--- src/rtl/pulse_sync_pkg.sv ---
// Shared types and helpers for the pulse stretch/toggle event crossing source side.
package pulse_sync_pkg;

  typedef enum logic [1:0] {
    ST_IDLE = 2'd0,
    ST_HIGH = 2'd1,
    ST_LOW  = 2'd2,
    ST_WAIT = 2'd3
  } state_e;

  localparam int unsigned MODE_STRETCH = 0;
  localparam int unsigned MODE_TOGGLE  = 1;

  // Bits needed to count 0 .. value-1; never less than one.
  function automatic int unsigned clog2(input int unsigned value);
    int unsigned width;
    width = 1;
    while ((1 << width) < value) begin
      width++;
    end
    return width;
  endfunction

endpackage

--- src/rtl/pulse_stretch_ch.sv ---
// One channel: stretch/toggle FSM plus a saturating pending-event counter.
module pulse_stretch_ch
  import pulse_sync_pkg::*;
#(
  parameter int unsigned MODE   = 0,
  parameter int unsigned HOLD   = 3,
  parameter int unsigned GAP    = 3,
  parameter int unsigned PEND_W = 3
) (
  input  logic              clka,
  input  logic              src_rst,
  input  logic              pulse_i,
  input  logic              ovf_clr_i,
  output logic              sig_o,
  output logic              busy_o,
  output logic              ovf_o,
  output logic [PEND_W-1:0] pend_o
);

  localparam int unsigned CntW = clog2(HOLD + GAP);
  localparam logic [CntW-1:0] HoldLast = CntW'(HOLD - 1);
  localparam logic [CntW-1:0] GapLast  = CntW'(GAP - 1);
  localparam logic [CntW-1:0] WaitLast = CntW'(HOLD + GAP - 1);
  localparam logic [PEND_W-1:0] PendMax = '1;
  localparam bit Toggle = (MODE == MODE_TOGGLE);

  state_e            state_q, state_d;
  logic [CntW-1:0]   cnt_q, cnt_d;
  logic [PEND_W-1:0] pend_q, pend_d;
  logic              sig_q, sig_d;
  logic              ovf_q, ovf_d;
  logic              busy_q, busy_d;
  logic              cnt_zero, ready, start, drop;

  always_comb begin
    cnt_zero = (cnt_q == '0);
    ready    = (state_q == ST_IDLE) ||
               (((state_q == ST_LOW) || (state_q == ST_WAIT)) && cnt_zero);
    start    = ready && (pulse_i || (pend_q != '0));
    drop     = !ready && pulse_i && (pend_q == PendMax);

    state_d = state_q;
    cnt_d   = cnt_zero ? '0 : cnt_q - 1'b1;
    sig_d   = sig_q;

    if (start) begin
      if (Toggle) begin
        state_d = ST_WAIT;
        cnt_d   = WaitLast;
        sig_d   = ~sig_q;
      end else begin
        state_d = ST_HIGH;
        cnt_d   = HoldLast;
        sig_d   = 1'b1;
      end
    end else begin
      unique case (state_q)
        ST_IDLE: ;
        ST_HIGH: begin
          if (cnt_zero) begin
            state_d = ST_LOW;
            cnt_d   = GapLast;
            sig_d   = 1'b0;
          end
        end
        ST_LOW, ST_WAIT: begin
          if (cnt_zero) state_d = ST_IDLE;
        end
      endcase
    end

    // A pulse that starts a pending event takes its queue slot, so the count holds.
    pend_d = pend_q;
    if (!ready && pulse_i && !drop) begin
      pend_d = pend_q + 1'b1;
    end else if (start && !pulse_i) begin
      pend_d = pend_q - 1'b1;
    end

    ovf_d  = drop | (ovf_q & ~ovf_clr_i);
    busy_d = (state_d != ST_IDLE) || (pend_d != '0);
  end

  always_ff @(posedge clka) begin
    if (src_rst) begin
      state_q <= ST_IDLE;
      cnt_q   <= '0;
      pend_q  <= '0;
      sig_q   <= 1'b0;
      ovf_q   <= 1'b0;
      busy_q  <= 1'b0;
    end else begin
      state_q <= state_d;
      cnt_q   <= cnt_d;
      pend_q  <= pend_d;
      sig_q   <= sig_d;
      ovf_q   <= ovf_d;
      busy_q  <= busy_d;
    end
  end

  assign sig_o  = sig_q;
  assign busy_o = busy_q;
  assign ovf_o  = ovf_q;
  assign pend_o = pend_q;

endmodule

--- src/rtl/pulse_stretch_queue_mc.sv ---
// Multi-channel pulse conditioner: independent stretch/toggle channels with event queues.
module pulse_stretch_queue_mc
  import pulse_sync_pkg::*;
#(
  parameter int unsigned CH     = 4,
  parameter int unsigned MODE   = 0,
  parameter int unsigned HOLD   = 3,
  parameter int unsigned GAP    = 3,
  parameter int unsigned PEND_W = 3
) (
  input  logic                 clka,
  input  logic                 src_rst,
  input  logic [CH-1:0]        pulse_in,
  input  logic                 ovf_clr,
  output logic [CH-1:0]        sig_out,
  output logic [CH-1:0]        busy,
  output logic [CH-1:0]        ovf,
  output logic [CH*PEND_W-1:0] pend_cnt
);

  if ((HOLD < 1) || (GAP < 1) || (PEND_W < 1) ||
      ((MODE != MODE_STRETCH) && (MODE != MODE_TOGGLE))) begin : gen_param_err
    $error("pulse_stretch_queue_mc: illegal parameter set");
  end

  for (genvar i = 0; i < int'(CH); i++) begin : gen_ch
    pulse_stretch_ch #(
      .MODE   (MODE),
      .HOLD   (HOLD),
      .GAP    (GAP),
      .PEND_W (PEND_W)
    ) u_ch (
      .clka      (clka),
      .src_rst   (src_rst),
      .pulse_i   (pulse_in[i]),
      .ovf_clr_i (ovf_clr),
      .sig_o     (sig_out[i]),
      .busy_o    (busy[i]),
      .ovf_o     (ovf[i]),
      .pend_o    (pend_cnt[i*PEND_W +: PEND_W])
    );
  end

endmodule

--- config.mk ---
export PLATFORM = sky130hd
export DESIGN_NAME = pulse_stretch_queue_mc
export DESIGN_NICKNAME = d
export VERILOG_FILES = /design/src/rtl/pulse_sync_pkg.sv /design/src/rtl/pulse_stretch_ch.sv /design/src/rtl/pulse_stretch_queue_mc.sv
export SDC_FILE = /design/constraint.sdc
export NUM_CORES = 1
export LEC_CHECK = 0
export CELL_PAD_IN_SITES_DETAIL_PLACEMENT = 1
export CELL_PAD_IN_SITES_GLOBAL_PLACEMENT = 1
export CORE_MARGIN = 4
export CORE_UTILIZATION = 40
export CTS_BUF_LIST = sky130_fd_sc_hd__clkbuf_4 sky130_fd_sc_hd__clkbuf_8
export DETAILED_ROUTE_END_ITERATION = 8
export PLACE_DENSITY_LB_ADDON = 0.1
export SLEW_MARGIN = 10
export SYNTH_ARGS = -nofsm -noshare
export SYNTH_HDL_FRONTEND = slang
export SYNTH_SLANG_ARGS = --single-unit
--- constraint.sdc ---
create_clock -name clka -period 2 [get_ports clka]
set_clock_uncertainty 0.1 [all_clocks]
set_input_delay 0.4 -clock clka [delete_from_list [all_inputs] [get_ports clka]]
set_output_delay 0.4 -clock clka [all_outputs]
set_load 0.05 [all_outputs]
-- Word level (Yosys, flattened, before mapping)
Index checks and enable logic that the tools add are counted.
- register bits after elaboration: 44
- input port bits: 7
- $add $sub $neg: 12
- eq/ne operators: 16
- muxes and demuxes: 52
- bitwise logic cells: 9
- reduce and logical (&&, ||, !) cells: 92
- operator list (operator ; count):
    2-to-1 mux 3 bit ; 20
    2-to-1 mux 2 bit ; 16
    logical AND 1 bit ; 24
    nonzero test 2 bit ; 12
    nonzero test 3 bit ; 8
    subtractor 3 x 1 -> 3 bit, second input constant ; 8
    == test 2 bit, second input constant ; 8
    logical OR 1 bit ; 16
    one-hot mux 2 bit (2 select lines) ; 4
    OR reduction 2 bit ; 8
    adder 3 x 1 -> 3 bit, second input constant ; 4
    == test 3 bit, second input constant ; 4
    zero test 1 bit ; 12
    zero test 3 bit ; 4
    2-to-1 mux 1 bit ; 12
    == test 2 x 1 -> 1 bit, second input constant ; 4
    zero test 2 bit ; 4
    AND reduction 2 bit ; 4
    bitwise AND 1 bit ; 4
    OR 1 bit ; 4
    NOT 1 bit ; 1

-- Logic depth before layout (Yosys ltp)
- word-level depth: 12
- depth in mapped cells: 7
- gate-level depth less buffers: 6

-- Hierarchy
Synthesis repeated with hierarchy kept, for this count alone.
- cells, all modules: 280
- area total of the unflattened synthesis: 2492.4 um2
- by module, submodules not included (module ; instances ; cells an instance ; area each (um2)):
    pulse_stretch_ch ; 4 ; 70 ; 623.1

-- Worst setup path before layout
Ideal clock, no wire load.
- kind: flip-flop to flip-flop
- start: reg gen_ch[2].u_ch.pend_q[0]
- end: reg gen_ch[2].u_ch.pend_q[1]
- data arrival time: 1909 ps
- slack: -79 ps
- cell stages (with the launch flop): 8
- period minus slack after synthesis: 2079 ps
- cell sequence: dfxtp_1 -> inv_1 -> ha_1 -> or3b_1 -> clkbuf_2 -> a21boi_0 -> a22oi_1 -> a21oi_1
- word-level cells in the longest chain between the ends: 6
- ends and longest elaborated chain (what ; line ; RTL):
    start, declared ; pulse_stretch_ch.sv:29 ; logic [PEND_W-1:0] pend_q, pend_d;
    start signal, assigned ; pulse_stretch_ch.sv:95 ; pend_q <= pend_d;
    parallel branches: the longest is 5 deep, another holds subtractor 3 x 1 -> 3 bit ; - ;
    2-to-1 mux 3 bit (*) ; pulse_stretch_ch.sv:74 ; if (!ready && pulse_i && !drop) begin
Every way passes the cells marked *.
A chain may end at the register's enable or synchronous reset.

-- Worst setup path in the final report
- start: reg gen_ch[2].u_ch.busy_q
- end: out busy[2]
- RTL lines (what ; line ; RTL):
    start, declared ; pulse_stretch_ch.sv:32 ; logic busy_q, busy_d;
    start signal, assigned ; pulse_stretch_ch.sv:98 ; busy_q <= busy_d;
    end, declared ; pulse_stretch_queue_mc.sv:16 ; output logic [CH-1:0] busy,
No word-level cell between the ends.

==> flow_summary.json <==
{
  "slowest_delay_ns": 0.79,
  "fin_setup_tns_ns": 0,
  "synth_compound_area_share_pct": 17.8,
  "endpoint_kind": "output port",
  "ys.flop_type": "dfxtp_1",
  "r2r_setup_slack_ns": 0.13,
  "cp_slowest_cell": "clkdlybuf4s50_1",
  "arrival_ns": 1.43,
  "ys_seq_area_share_pct": 34.6,
  "fin_crit_sh_pct": 96.4,
  "fillerInstances": 731,
  "grt_pass1_vias": 2196,
  "clk_latency_ns": 0.31,
  "cts_tree": "yes",
  "synth_adder_area_share_pct": 11.8,
  "slew_headroom_pct": 62.9,
  "hp-class": "register to register",
  "status": "finished clean",
  "io_pins": 31,
  "syn-cell-area_um2": 2550,
  "fp.dieArea_um2": 7710,
  "grt_usage_pct": 16.9,
  "cts_buffers": 5,
  "layout-drive-gt1-share_pct": 20.5,
  "cts_sinks": 44,
  "first_iter_violations": 60,
  "place_congestion": 0.780,
  "period_needed_ns": 1.93,
  "path_clk_slew_ns": 0.09,
  "r2r_cells": 5,
  "multi_input_comb_area_um2": 1460,
  "path_cells": "clkdlybuf4s50_1",
  "post_drt_via_cell_ratio": 5.28,
  "cp-endpoint": "busy[2]",
  "crit_start": "gen_ch[2].u_ch.busy_o",
  "synth_edf_count": 0,
  "syn_to_final_growth_pct": 18.2,
  "synth_xor_area_share_pct": 0,
  "yosysWarnings": 0,
  "irDropWorstVdd_uv": 845,
  "place.detailed.hpwl_mm": 4.30,
  "rsz0062_at_grt": "no",
  "critPathKind": "register to output port",
  "core_area_um2": 6060,
  "synth_top_family_by_area": "simple AND/OR/NAND/NOR gates",
  "overflow": 0,
  "ant_nets": 0,
  "synth_cell_types": 42,
  "max_cap_violations": 0,
  "synth_top_area_share_pct": 34.6,
  "setup_violations": 0,
  "finalHoldViolCount": 0,
  "cts-root-buf": "clkbuf_8",
  "cp_num_buf_inv": 1,
  "start_util_pct": 42.0,
  "grt_antenna_before_repair": 0,
  "yosysMostFrequentCell": "dfxtp_1",
  "n_antenna_cell": 0,
  "hp-start": "gen_ch[1].u_ch.cnt_q[0]",
  "crit_fanout": 1,
  "place.detailed.instances": 389,
  "r2r-end": "gen_ch[2].u_ch.pend_o[0]",
  "wire_per_inst_um": 14.5,
  "p_total_mw": 5.60,
  "synthSimpleGateAreaFrac_pct": 21.3,
  "io_buffer_count": 30,
  "seqCellArea_um2": 885,
  "worstReg2RegStart": "gen_ch[2].u_ch.pend_o[0]",
  "firstDrtPassIters": 4,
  "final-max-slew-violation-count": 0,
  "fin_hold_ws_ns": 0.328,
  "synthArstFlopShare_pct": 0,
  "synthMuxAreaShare_pct": 6.49,
  "netlist_top_cells_count": "dfxtp_1 (44), nor2_1 (32), a21oi_1 (24), ha_1 (24), inv_1 (23)",
  "clock.fmax_ghz": 0.519,
  "grt_pass1_wl_mm": 10.3,
  "synth_area_leader_cell": "dfxtp_1",
  "num_rows": 28,
  "start_kind": "register",
  "fp.dieH_um": 87.8,
  "p_per_area_nw_per_um2": 1860,
  "drc": 0,
  "cts_setup_buffers": 0,
  "final_cells": 397,
  "crit_cells": 1,
  "p_leak_nw": 1.35,
  "synth.area.top_cells": "dfxtp_1 (35%), ha_1 (12%), a21oi_1 (4.7%)",
  "cp_top_family": "buffers and inverters",
  "crit_required_ns": 1.50,
  "clock_path_buffers": 2,
  "worst_slew_pin_slew_ns": 0.556,
  "final_nets": 352,
  "syn_inst": 288,
  "die_x_um": 87.8,
  "routed_wl_mm": 5.74,
  "avgSynthCellArea_um2": 8.84,
  "via_count": 2096,
  "ctsHtreeMaxLevel": 2,
  "synth-seq-cells": 44,
  "synth_nets": 319,
  "grt_max_degree": 29
}
==> report_power, final <==
group	switching, mW	leakage [nW]	internal, mW	total [mW]
Clock	0.328	0.0614	0.409	0.736
Combinational	1.98	0.921	1.37	3.34
Sequential	0.297	0.365	1.22	1.52
==> sequential cells by signal, indices dropped and copies added (netlist names) <==
register	cells
gen_ch.u_ch.pend_o	12
gen_ch.u_ch.busy_o	4
gen_ch.u_ch.sig_o	4
gen_ch.u_ch.ovf_o	4
gen_ch.u_ch.state_q	8
gen_ch.u_ch.cnt_q	12
==> routing by layer <==
metal | global-route usage [%] | routed length, um | share of wire, % | vias up
met5 | 0 | 0 | 0 | -
met4 | 6.56 | 103 | 1.8 | 0
li1 | - | - | - | 1065
met2 | 27.8 | 2800 | 49 | 20
met3 | 3.86 | 143 | 2.5 | 8
met1 | 21.4 | 2700 | 47 | 1003
==> area by class of cell <==
| type | count | area share (%) |
|---|---|---|
| clock buffers | 6 | 2.74 |
| clock inverters | 2 | 1.29 |
| inverters | 23 | 2.87 |
| multi-input cells | 202 | 48.5 |
| flip-flops and latches | 44 | 29.4 |
| well taps | 75 | 3.12 |
| repair buffers | 45 | 12.1 |
==> through the flow <==
step | utilization [%] | worst slack [ns] | instance area, um2
after detailed placement | 47.6 | -0.0777 | 2890
after CTS | 49.6 | 0.0326 | 3010
after global placement | 47.6 | -0.0327 | 2890
after global routing | 49.6 | 0.00661 | 3010
final | 49.6 | 0.0720 | 3010
after floorplan | - | 0.0427 | 2550
==> placed cells by master, fill, tap and decap left out, types with 7 or more instances in the layout <==
| cell type | instances |
|---|---|
| nand2_1 | 20 |
| nor2_1 | 32 |
| nor2b_1 | 7 |
| clkdlybuf4s50_1 | 9 |
| inv_1 | 23 |
| mux2i_1 | 12 |
| dfxtp_1 | 41 |
| buf_4 | 34 |
| nor3_1 | 8 |
| ha_1 | 24 |
| a21oi_1 | 24 |
==> what timing repair did <==
item / CTS / global route
endpoints found under the setup margin: 0 / 1
gates resized for setup: 0 / 1
hold buffers: 0 / 0
==> worst min-delay path by stage <==
stage | end | cells past startpoint
final | gen_ch[1].u_ch.cnt_q[0] | 1
after global routing | gen_ch[2].u_ch.cnt_q[0] | 1
after CTS | gen_ch[1].u_ch.cnt_q[0] | 1
after detailed placement | gen_ch[3].u_ch.cnt_q[0] | 1
after global placement | gen_ch[3].u_ch.cnt_q[0] | 1
after floorplan | gen_ch[0].u_ch.cnt_q[0] | 1
==> kinds of logic (layout without fill, tap and decap cells) <==
family / count (synthesis) / after routing
compound gates: 60 / 60
fa+ha+maj: 24 / 24
buf+inv: 42 / 76
flops: 44 / 44
mux: 16 / 16
simple gates: 102 / 102
No activity file was read; power rests on OpenSTA's default activity.
